<file path="config.mk">
export PLATFORM = sky130hd
export DESIGN_NAME = countdown_timer_flat
export DESIGN_NICKNAME = d
export VERILOG_FILES = /design/src/rtl/countdown_timer_if.sv /design/src/rtl/countdown_timer.sv /design/src/flat_wrapper.sv
export SDC_FILE = /design/constraint.sdc
export NUM_CORES = 1
export LEC_CHECK = 0
export CAP_MARGIN = 25
export CORE_ASPECT_RATIO = 1.1
export CORE_MARGIN = 3
export CORE_UTILIZATION = 50
export DETAILED_ROUTE_END_ITERATION = 8
export PLACE_DENSITY_LB_ADDON = 0.08
export SETUP_SLACK_MARGIN = 0.02
export SLEW_MARGIN = 20
export SYNTH_ARGS = -nofsm -noshare
export SYNTH_HDL_FRONTEND = slang
export SYNTH_SLANG_ARGS = --single-unit
export TNS_END_PERCENT = 5
</file>
<file path="constraint.sdc">
create_clock -name clk -period 5.6 [get_ports clk]
set_input_delay 1.12 -clock clk [delete_from_list [all_inputs] [get_ports clk]]
set_output_delay 1.12 -clock clk [all_outputs]
set_load 0.005 [all_outputs]
</file>
<file path="src/rtl/countdown_timer_if.sv">
// countdown_timer_if: command, preset and display/status signals of the
// countdown timer. The master side (control logic / bench) drives commands
// and presets; the slave side (countdown_timer) drives digits and status.
interface countdown_timer_if;
    logic       pulse_1s;
    logic       start;
    logic       pause;
    logic       load;
    logic [6:0] set_min;
    logic [5:0] set_sec;
    logic       enable_pulse_1s;
    logic [3:0] min_tens;
    logic [3:0] min_ones;
    logic [3:0] sec_tens;
    logic [3:0] sec_ones;
    logic       running;
    logic       done;

    modport master (
        output pulse_1s, start, pause, load, set_min, set_sec,
        input  enable_pulse_1s, min_tens, min_ones, sec_tens, sec_ones,
               running, done
    );

    modport slave (
        input  pulse_1s, start, pause, load, set_min, set_sec,
        output enable_pulse_1s, min_tens, min_ones, sec_tens, sec_ones,
               running, done
    );
endinterface

</file>
<file path="src/rtl/countdown_timer.sv">
// countdown_timer: mm:ss BCD countdown driven by an external 1 s tick.
// States IDLE/RUN/PAUSE/DONE; commands load > start > pause.
// Optional feature macro: AUTO_RELOAD_EN (expiry reloads the preset and keeps
// running, done becomes a one-cycle pulse). Default build holds in DONE.
module countdown_timer #(
    parameter int MAX_MIN = 59
) (
    input logic             clk,
    input logic             rst,
    countdown_timer_if.slave bus
);

    typedef enum logic [1:0] {
        IDLE  = 2'd0,
        RUN   = 2'd1,
        PAUSE = 2'd2,
        DONE  = 2'd3
    } state_t;

    localparam logic [6:0] MAX_MIN_C = 7'(MAX_MIN);
    localparam logic [5:0] MAX_SEC_C = 6'd59;

    // Digits packed as {min_tens, min_ones, sec_tens, sec_ones}
    state_t      state_q, state_d;
    logic [15:0] cnt_q, cnt_d;
    logic [15:0] pre_q, pre_d;
    logic        enable_q, enable_d;
    logic        running_q, running_d;
    logic        done_q, done_d;

    logic [6:0]  min_clamped;
    logic [5:0]  sec_clamped;
    logic [15:0] load_bcd;
    logic [15:0] cnt_dec;
    logic        cnt_zero;
    logic        cnt_one;
    logic        pre_zero;
    logic        expire;

    // Binary 0..99 to two BCD digits
    function automatic logic [7:0] to_bcd(input logic [6:0] v);
        logic [6:0] tens;
        logic [6:0] ones;
        tens = v / 7'd10;
        ones = v - tens * 7'd10;
        return ({1'b0, tens} << 4) | {1'b0, ones};
    endfunction

    // Clamp presets and convert them to BCD
    always_comb begin
        min_clamped = (bus.set_min > MAX_MIN_C) ? MAX_MIN_C : bus.set_min;
        sec_clamped = (bus.set_sec > MAX_SEC_C) ? MAX_SEC_C : bus.set_sec;
        load_bcd    = {to_bcd(min_clamped), to_bcd({1'b0, sec_clamped})};
    end

    // One-second BCD decrement with borrow chain; only used when count != 0
    always_comb begin
        cnt_dec = cnt_q;
        if (cnt_q[3:0] != 4'd0) begin
            cnt_dec[3:0] = cnt_q[3:0] - 4'd1;
        end else begin
            cnt_dec[3:0] = 4'd9;
            if (cnt_q[7:4] != 4'd0) begin
                cnt_dec[7:4] = cnt_q[7:4] - 4'd1;
            end else begin
                cnt_dec[7:4] = 4'd5;
                if (cnt_q[11:8] != 4'd0) begin
                    cnt_dec[11:8] = cnt_q[11:8] - 4'd1;
                end else begin
                    cnt_dec[11:8]  = 4'd9;
                    cnt_dec[15:12] = cnt_q[15:12] - 4'd1;
                end
            end
        end
    end

    // Next state, count and preset; registered outputs derive from next state
    always_comb begin
        state_d   = state_q;
        cnt_d     = cnt_q;
        pre_d     = pre_q;
        expire    = 1'b0;
        cnt_zero  = (cnt_q == 16'h0000);
        cnt_one   = (cnt_q == 16'h0001);
        pre_zero  = (pre_q == 16'h0000);

        if (bus.load && state_q != RUN) begin
            pre_d   = load_bcd;
            cnt_d   = load_bcd;
            state_d = IDLE;
        end else if (bus.start && state_q != RUN) begin
            case (state_q)
                IDLE:    if (!cnt_zero) state_d = RUN;
                PAUSE:   state_d = RUN;
                DONE: begin
                    cnt_d   = pre_q;
                    state_d = pre_zero ? IDLE : RUN;
                end
                default: state_d = state_q;
            endcase
        end else if (state_q == RUN) begin
            // A tick and pause in the same cycle both act; expiry beats pause
            if (bus.pulse_1s && !cnt_zero) begin
                if (cnt_one) begin
                    expire = 1'b1;
`ifdef AUTO_RELOAD_EN
                    cnt_d   = pre_q;
                    state_d = bus.pause ? PAUSE : RUN;
`else
                    cnt_d   = 16'h0000;
                    state_d = DONE;
`endif
                end else begin
                    cnt_d   = cnt_dec;
                    state_d = bus.pause ? PAUSE : RUN;
                end
            end else if (bus.pause) begin
                state_d = PAUSE;
            end
        end

        enable_d  = (state_d == RUN);
        running_d = (state_d == RUN);
`ifdef AUTO_RELOAD_EN
        done_d    = expire;
`else
        done_d    = (state_d == DONE);
`endif
    end

    // State and output registers with synchronous active-low reset
    always_ff @(posedge clk) begin
        if (!rst) begin
            state_q   <= IDLE;
            cnt_q     <= '0;
            pre_q     <= '0;
            enable_q  <= 1'b0;
            running_q <= 1'b0;
            done_q    <= 1'b0;
        end else begin
            state_q   <= state_d;
            cnt_q     <= cnt_d;
            pre_q     <= pre_d;
            enable_q  <= enable_d;
            running_q <= running_d;
            done_q    <= done_d;
        end
    end

    assign bus.enable_pulse_1s = enable_q;
    assign bus.running         = running_q;
    assign bus.done            = done_q;
    assign bus.min_tens        = cnt_q[15:12];
    assign bus.min_ones        = cnt_q[11:8];
    assign bus.sec_tens        = cnt_q[7:4];
    assign bus.sec_ones        = cnt_q[3:0];

endmodule
</file>
<file path="src/flat_wrapper.sv">
// flat-port wrapper written by rule: the top's interface ports become plain ports
module countdown_timer_flat 
#(
    parameter int MAX_MIN = 59
)
  (clk, rst, bus_pulse_1s, bus_start, bus_pause, bus_load, bus_set_min, bus_set_sec, bus_enable_pulse_1s, bus_min_tens, bus_min_ones, bus_sec_tens, bus_sec_ones, bus_running, bus_done);
  countdown_timer_if bus_i ();
  input logic clk;
  input logic rst;
  input wire logic [$bits(bus_i.pulse_1s)-1:0] bus_pulse_1s;
  input wire logic [$bits(bus_i.start)-1:0] bus_start;
  input wire logic [$bits(bus_i.pause)-1:0] bus_pause;
  input wire logic [$bits(bus_i.load)-1:0] bus_load;
  input wire logic [$bits(bus_i.set_min)-1:0] bus_set_min;
  input wire logic [$bits(bus_i.set_sec)-1:0] bus_set_sec;
  output wire logic [$bits(bus_i.enable_pulse_1s)-1:0] bus_enable_pulse_1s;
  output wire logic [$bits(bus_i.min_tens)-1:0] bus_min_tens;
  output wire logic [$bits(bus_i.min_ones)-1:0] bus_min_ones;
  output wire logic [$bits(bus_i.sec_tens)-1:0] bus_sec_tens;
  output wire logic [$bits(bus_i.sec_ones)-1:0] bus_sec_ones;
  output wire logic [$bits(bus_i.running)-1:0] bus_running;
  output wire logic [$bits(bus_i.done)-1:0] bus_done;
  assign bus_i.pulse_1s = bus_pulse_1s;
  assign bus_i.start = bus_start;
  assign bus_i.pause = bus_pause;
  assign bus_i.load = bus_load;
  assign bus_i.set_min = bus_set_min;
  assign bus_i.set_sec = bus_set_sec;
  assign bus_enable_pulse_1s = bus_i.enable_pulse_1s;
  assign bus_min_tens = bus_i.min_tens;
  assign bus_min_ones = bus_i.min_ones;
  assign bus_sec_tens = bus_i.sec_tens;
  assign bus_sec_ones = bus_i.sec_ones;
  assign bus_running = bus_i.running;
  assign bus_done = bus_i.done;
  countdown_timer #(.MAX_MIN(MAX_MIN)) u_core (.clk(clk), .rst(rst), .bus(bus_i));
endmodule
</file>
After elaboration in Yosys (flattened, before gate mapping)
Cells that the tools add are included.

Logic and storage cells: 73. Output and inout port bits: 19. Input port bits: 19. Flip-flop bits (word level): 36.

Add/subtract/negate cells: 6. Equal/unequal tests: 11. Bitwise operators: 2. Divide/modulo/power cells: 2. $lt $le $gt $ge: 2. Multiply operators: 2. Muxes and demuxes: 24. Reductions and logical operators: 16.

Operators with widths (count): $mux 16 (6); $logic_not 16->1 (2); $eq 16x1->1 const B (1); $mux 2 (8); $mux 4 (4); $or 8x7->8 (2); $sub 4x1->4 const B (4); $mul 7x3->6 const B (2); $mux 12 (1); $ne 4x3->1 const B (3); $reduce_bool 4->1 (3); $mux 8 (1); $div 6x4->7 const B (1); $div 7x4->7 const B (1); $gt 7x6->1 const B (1); $mux 7 (1); $sub 6x7->7 (1); $sub 7x7->7 (1); $eq 2x2->1 const B (3); $gt 6x6->1 const B (1); $mux 6 (1); $pmux 2 s3 (1); $reduce_and 6->1 (1); $reduce_bool 3->1 (2); 10 further kinds (13).

Longest topological paths before layout
Depth in word-level cells: 9. Gate-level depth with buffers: 24.

Least setup slack after synthesis
No wires, ideal clock.

Path type: input-to-reg. Start: input port bus_set_min[6]. End: register u_core.cnt_q[14]. Slack: 0.013 ns. Cell stages on the path: 24. Data arrival time: 5.457 ns. Library setup time: 0.130 ns. Required time: 5.470 ns. Path buffers: 1. Cells stage by stage: clkbuf_1 or2_2 ha_1 o21ai_1 mux2_2 a21oi_1 nor2_1 o21ai_0 inv_1 ha_1 nand2b_1 a31o_2 nor3_1 o211ai_1 ha_1 ha_1 inv_1 fa_1 ha_1 a21oi_1 o21ai_0 xor2_1 o21ai_0 a31oi_1.

Cells in the longest elaborated chain, start to end: 7.

Ends and longest elaborated chain: start: declaration (line flat_wrapper.sv:14) `input wire logic [$bits(bus_i.set_min)-1:0] bus_set_min;`; $gt 7x6->1 (line countdown_timer.sv:51) `min_clamped = (bus.set_min > MAX_MIN_C) ? MAX_MIN_C : bus.set_min;`; $mux 7 (*) (line countdown_timer.sv:51); $div 7x4->7 (line countdown_timer.sv:44) `tens = v / 7'd10;`; $mul 7x3->6 (line countdown_timer.sv:45) `ones = v - tens * 7'd10;`; $sub 7x7->7 (line countdown_timer.sv:45); $or 8x7->8 (*) (line countdown_timer.sv:46) `return ({1'b0, tens} << 4) | {1'b0, ones};`; $mux 16 (*) (line countdown_timer.sv:87) `if (bus.load && state_q != RUN) begin`; end signal: assignment (line countdown_timer.sv:142) `cnt_q <= cnt_d;`; end: declaration (line countdown_timer.sv:25) `logic [15:0] cnt_q, cnt_d;`.

Mark *: on every way between the ends. The rest lies on a longest branch, timed or not. A chain may end at the register's enable or synchronous reset.

Worst setup path in the final report
Start: input port bus_set_min[4]. End: register u_core.cnt_q[14].

Same word-level chain as after synthesis.

==> impl_metrics.yaml <==
critical_path:
  critPathMostFrequentCell: "ha_1"
  crit_chain: "clkdlybuf4s50_1 > nor2_1 > ha_2 > o21ai_1 > mux2_2 > a21oi_2 > nor2_1 > o21ai_1 > inv_1 > ha_1 > nand2b_1 > a31o_2 > nor3_2 > o211ai_1 > ha_1 > ha_1 > inv_1 > fa_1 > ha_1 > a21oi_1 > o21ai_0 > xor2_1 > o21ai_1 > a31oi_1"
  critPathRequiredTime_ns: 5.75
  crit_arrival_ns: 5.46
  endpoint_kind: "register"
  rr_startpoint: "u_core.cnt_q[9]"
  slowest_delay_ns: 0.42
  r2r_slack_ns: 3.13
  slowest_stage: "clkdlybuf4s50_1"
  r2r_cells: 7
  critPathKind: "input pin to register"
  critPathTopFamily: "adder cells"
  worstReg2RegEnd: "u_core.cnt_q[3]"
  worstPathBufferInverterCount: 3
  worstPathMaxFanout: 5
  start_kind: "input pin"
logic_synthesis:
  ys_ff_latch: 35
  ys_seq_area_frac: 0.2518
  synth_warnings: 0
  yosysTopAreaCell: "dfxtp_1"
  synth_nets: 410
  synthDistinctLibCells: 67
  ys.flop_type: "dfxtp_1"
  netlist_top_cells_area: "dfxtp_1, ha_1, nor2_1"
  syn-mean-instance-area_um2: 7.582
  synth_top_area_share: 0.2518
  synth.cell_area_um2: 2783
  ys_async_sr_fraction: 0
  synth_edf_count: 0
  synth_cells: 367
clock_tree:
  ctsHoldBuffers: 0
  h-tree-depth: 2
  cts_root_buffer: "clkbuf_8"
  cts_buffers: 5
  clkSlewWorstSetupHoldPaths_ns: 0.07
  clk_latency_ns: 0.28
  clk_path_buf_depth: 2
  cts.sinks: 35
  cts_tree: "yes"
power:
  power_switching_share: 0.3482
  irDropWorstVdd_uv: 118.7
  p_leak_nw: 1.442
  power.density_nw_per_um2: 280.3
  pwr-share-comb: 0.430
  clkPwrFrac: 0.241
  switchingPower_uw: 336.4
  p_int_uw: 629.8
  seq_power_share: 0.330
global_route:
  antenna_found_initial: 0
  grt_max_degree: 23
  grt-ovfl-total: 0
  grt_pass1_wl_mm: 11.76
  grt_pass1_vias: 2639
  grtUsageTotal: 0.2148
floorplan:
  fp-row-count: 27
  die_y_um: 84.24
  die_width_um: 77.13
  die-area_um2: 6497
  start_util: 0.5349
  ios: 38
  core_area_um2: 5202
drt:
  ant_nets: 0
  wire_per_inst_um: 14.49
  drtIter0Drc: 142
  vias_per_cell: 5.818
  route.vias.total: 2816
  drc_errors: 0
  drt_pass1_iterations: 4
  wirelength_mm: 7.012
timing:
  period_share: 0.9470
  fmax_mhz: 188.6
  maxSlewHeadroom: 0.3109
  min_period_ns: 5.303
  drv_slew: 0
  skew_ns: 0.005879
  hold_viol_final: 0
  rsz0062_at_grt: "yes"
  worst_pin_slew_ns: 1.030
  setup_viol: 0
  hold_slack_ns: 0.4775
min_path:
  holdCritStartpoint: "u_core.pre_q[14]"
  hold_path_end: "u_core.pre_q[14]"
  hold_depth: 2
  hold_path_class: "register to register"
finish:
  fin_area_um2: 3447
  diodes: 0
  areaGrowthSynthToFinish_pct: 23.88
  nNetsFinal: 454
  n_fill_cell: 497
  drive_gt1_frac: 0.1141
placed_design:
  dp_hpwl_mm: 5.482
  dpl_cell_area_um2: 3302
  io_buffer_count: 37
  globalplace.congestion: 0.8984
flow_run:
  max-cap-violations: 0
run_status:
  status: "complete, no violations"
[worst max path at each step]
stage / from / endpoint / cells past startpoint
floorplan: bus_set_min[6] / u_core.cnt_q[14] / 24
global placement: bus_set_min[6] / u_core.cnt_q[14] / 24
detailed placement: bus_set_min[6] / u_core.cnt_q[14] / 24
CTS: bus_set_min[6] / u_core.cnt_q[14] / 24
global route: bus_set_min[3] / u_core.cnt_q[14] / 24
finish: bus_set_min[4] / u_core.cnt_q[14] / 24
[placed cells by master, fill, tap and decap left out, types with 4 or more instances in the layout]
| cell | instances |
|---|---|
| nor2_1 | 46 |
| clkdlybuf4s50_1 | 36 |
| dfxtp_1 | 35 |
| a21oi_1 | 32 |
| inv_1 | 28 |
| nand2_1 | 26 |
| buf_4 | 21 |
| ha_1 | 20 |
| o21ai_1 | 14 |
| o21ai_0 | 11 |
| nor3_1 | 9 |
| a211oi_1 | 7 |
| a31oi_1 | 6 |
| a22oi_1 | 6 |
| o211ai_1 | 6 |
| nor2b_1 | 6 |
| clkbuf_8 | 6 |
| o21a_1 | 5 |
| xor2_1 | 5 |
| nand2b_1 | 5 |
| xnor2_1 | 4 |
| and3_1 | 4 |
[cells in the mapped netlist, types with 4 or more instances]
cell and n:
nand2_1 26, nor3_1 10, o21ai_1 12, and3_1 4, nand2b_1 5, a211oi_1 7
dfxtp_1 35, o21ai_0 13, clkbuf_1 18, a21oi_1 33, o211ai_1 6, inv_1 28
o21a_1 5, nor2_1 46, nor2b_1 6, xor2_1 5, ha_1 21, a31oi_1 6
xnor2_1 4, a22oi_1 6
[tightest hold or removal path: stages (launching register included)]
cell and delay [ns]:
dfxtp_1 0.33, nand2_1 0.06, a21oi_1 0.05
[power by group through the flow]
stage / clock (mW) / combinational [mW] / sequential, mW
floorplan: 0 / 0.288 / 0.316
global placement: 0 / 0.403 / 0.323
detailed placement: 0 / 0.410 / 0.323
CTS: 0.236 / 0.412 / 0.318
global route: 0.248 / 0.468 / 0.325
finish: 0.232 / 0.415 / 0.319
[logic make-up (layout without fill, tap and decap cells)]
logic type               after synthesis  count (layout)  synth area share
AO/OA/AOI/OAI                        122             122            0.2963
XOR/XNOR                               9               9           0.02833
adder cells (fa/ha/maj)               24              24            0.1160
buffers and inverters                 50              95           0.07194
flip-flops                            35              35            0.2518
multiplexers                           2               2          0.008093
other                                  1               1          0.001348
AND/OR/NAND/NOR                      124             124            0.2262
[through the flow]
| stage | total power [mW] | instances | TNS (ns) | worst slack [ns] | utilization |
|---|---|---|---|---|---|
| after global routing | 1.040 | 484 | -0.01929 | -0.01929 | 0.6626 |
| after CTS | 0.9658 | 483 | 0 | 0.1418 | 0.6573 |
| after floorplan | 0.6031 | 367 | 0 | 0.1299 | - |
| final | 0.9662 | 484 | 0 | 0.2967 | 0.6626 |
| after global placement | 0.7257 | 475 | 0 | 0.06187 | 0.6347 |
| after detailed placement | 0.7331 | 475 | -0.2898 | -0.1459 | 0.6347 |
[state kept, by name, indices dropped and copies added, names as in the netlist]
register / count
u_core.pre_q: 15
u_core.cnt_q: 16
u_core.bus.running: 1
u_core.state_q: 2
u_core.bus.done: 1
[routing by layer]
metal / GRT usage / part of all wire
met3: 0.02897 / 0.041
met1: 0.2647 / 0.45
met5: 0 / 0
met2: 0.3739 / 0.49
met4: 0.08900 / 0.020
[area by class of cell]
type,count,area (um^2),share of cell area
Tap cell,72,90.09,0.02613
Inverter,29,108.9,0.03158
Clock inverter,2,35.03,0.01016
Sequential cell,35,700.7,0.2033
Timing Repair Buffer,58,530.5,0.1539
Multi-Input combinational cell,282,1899,0.5510
Clock buffer,6,82.58,0.02396
[what timing repair did]
action | in CTS | in global routing
endpoints found under the setup margin | 0 | 5
hold endpoints to repair | 0 | 0
setup buffers | 0 | 1
resized for setup | 0 | 6
Note: power is estimated with default switching activity, not from simulation.
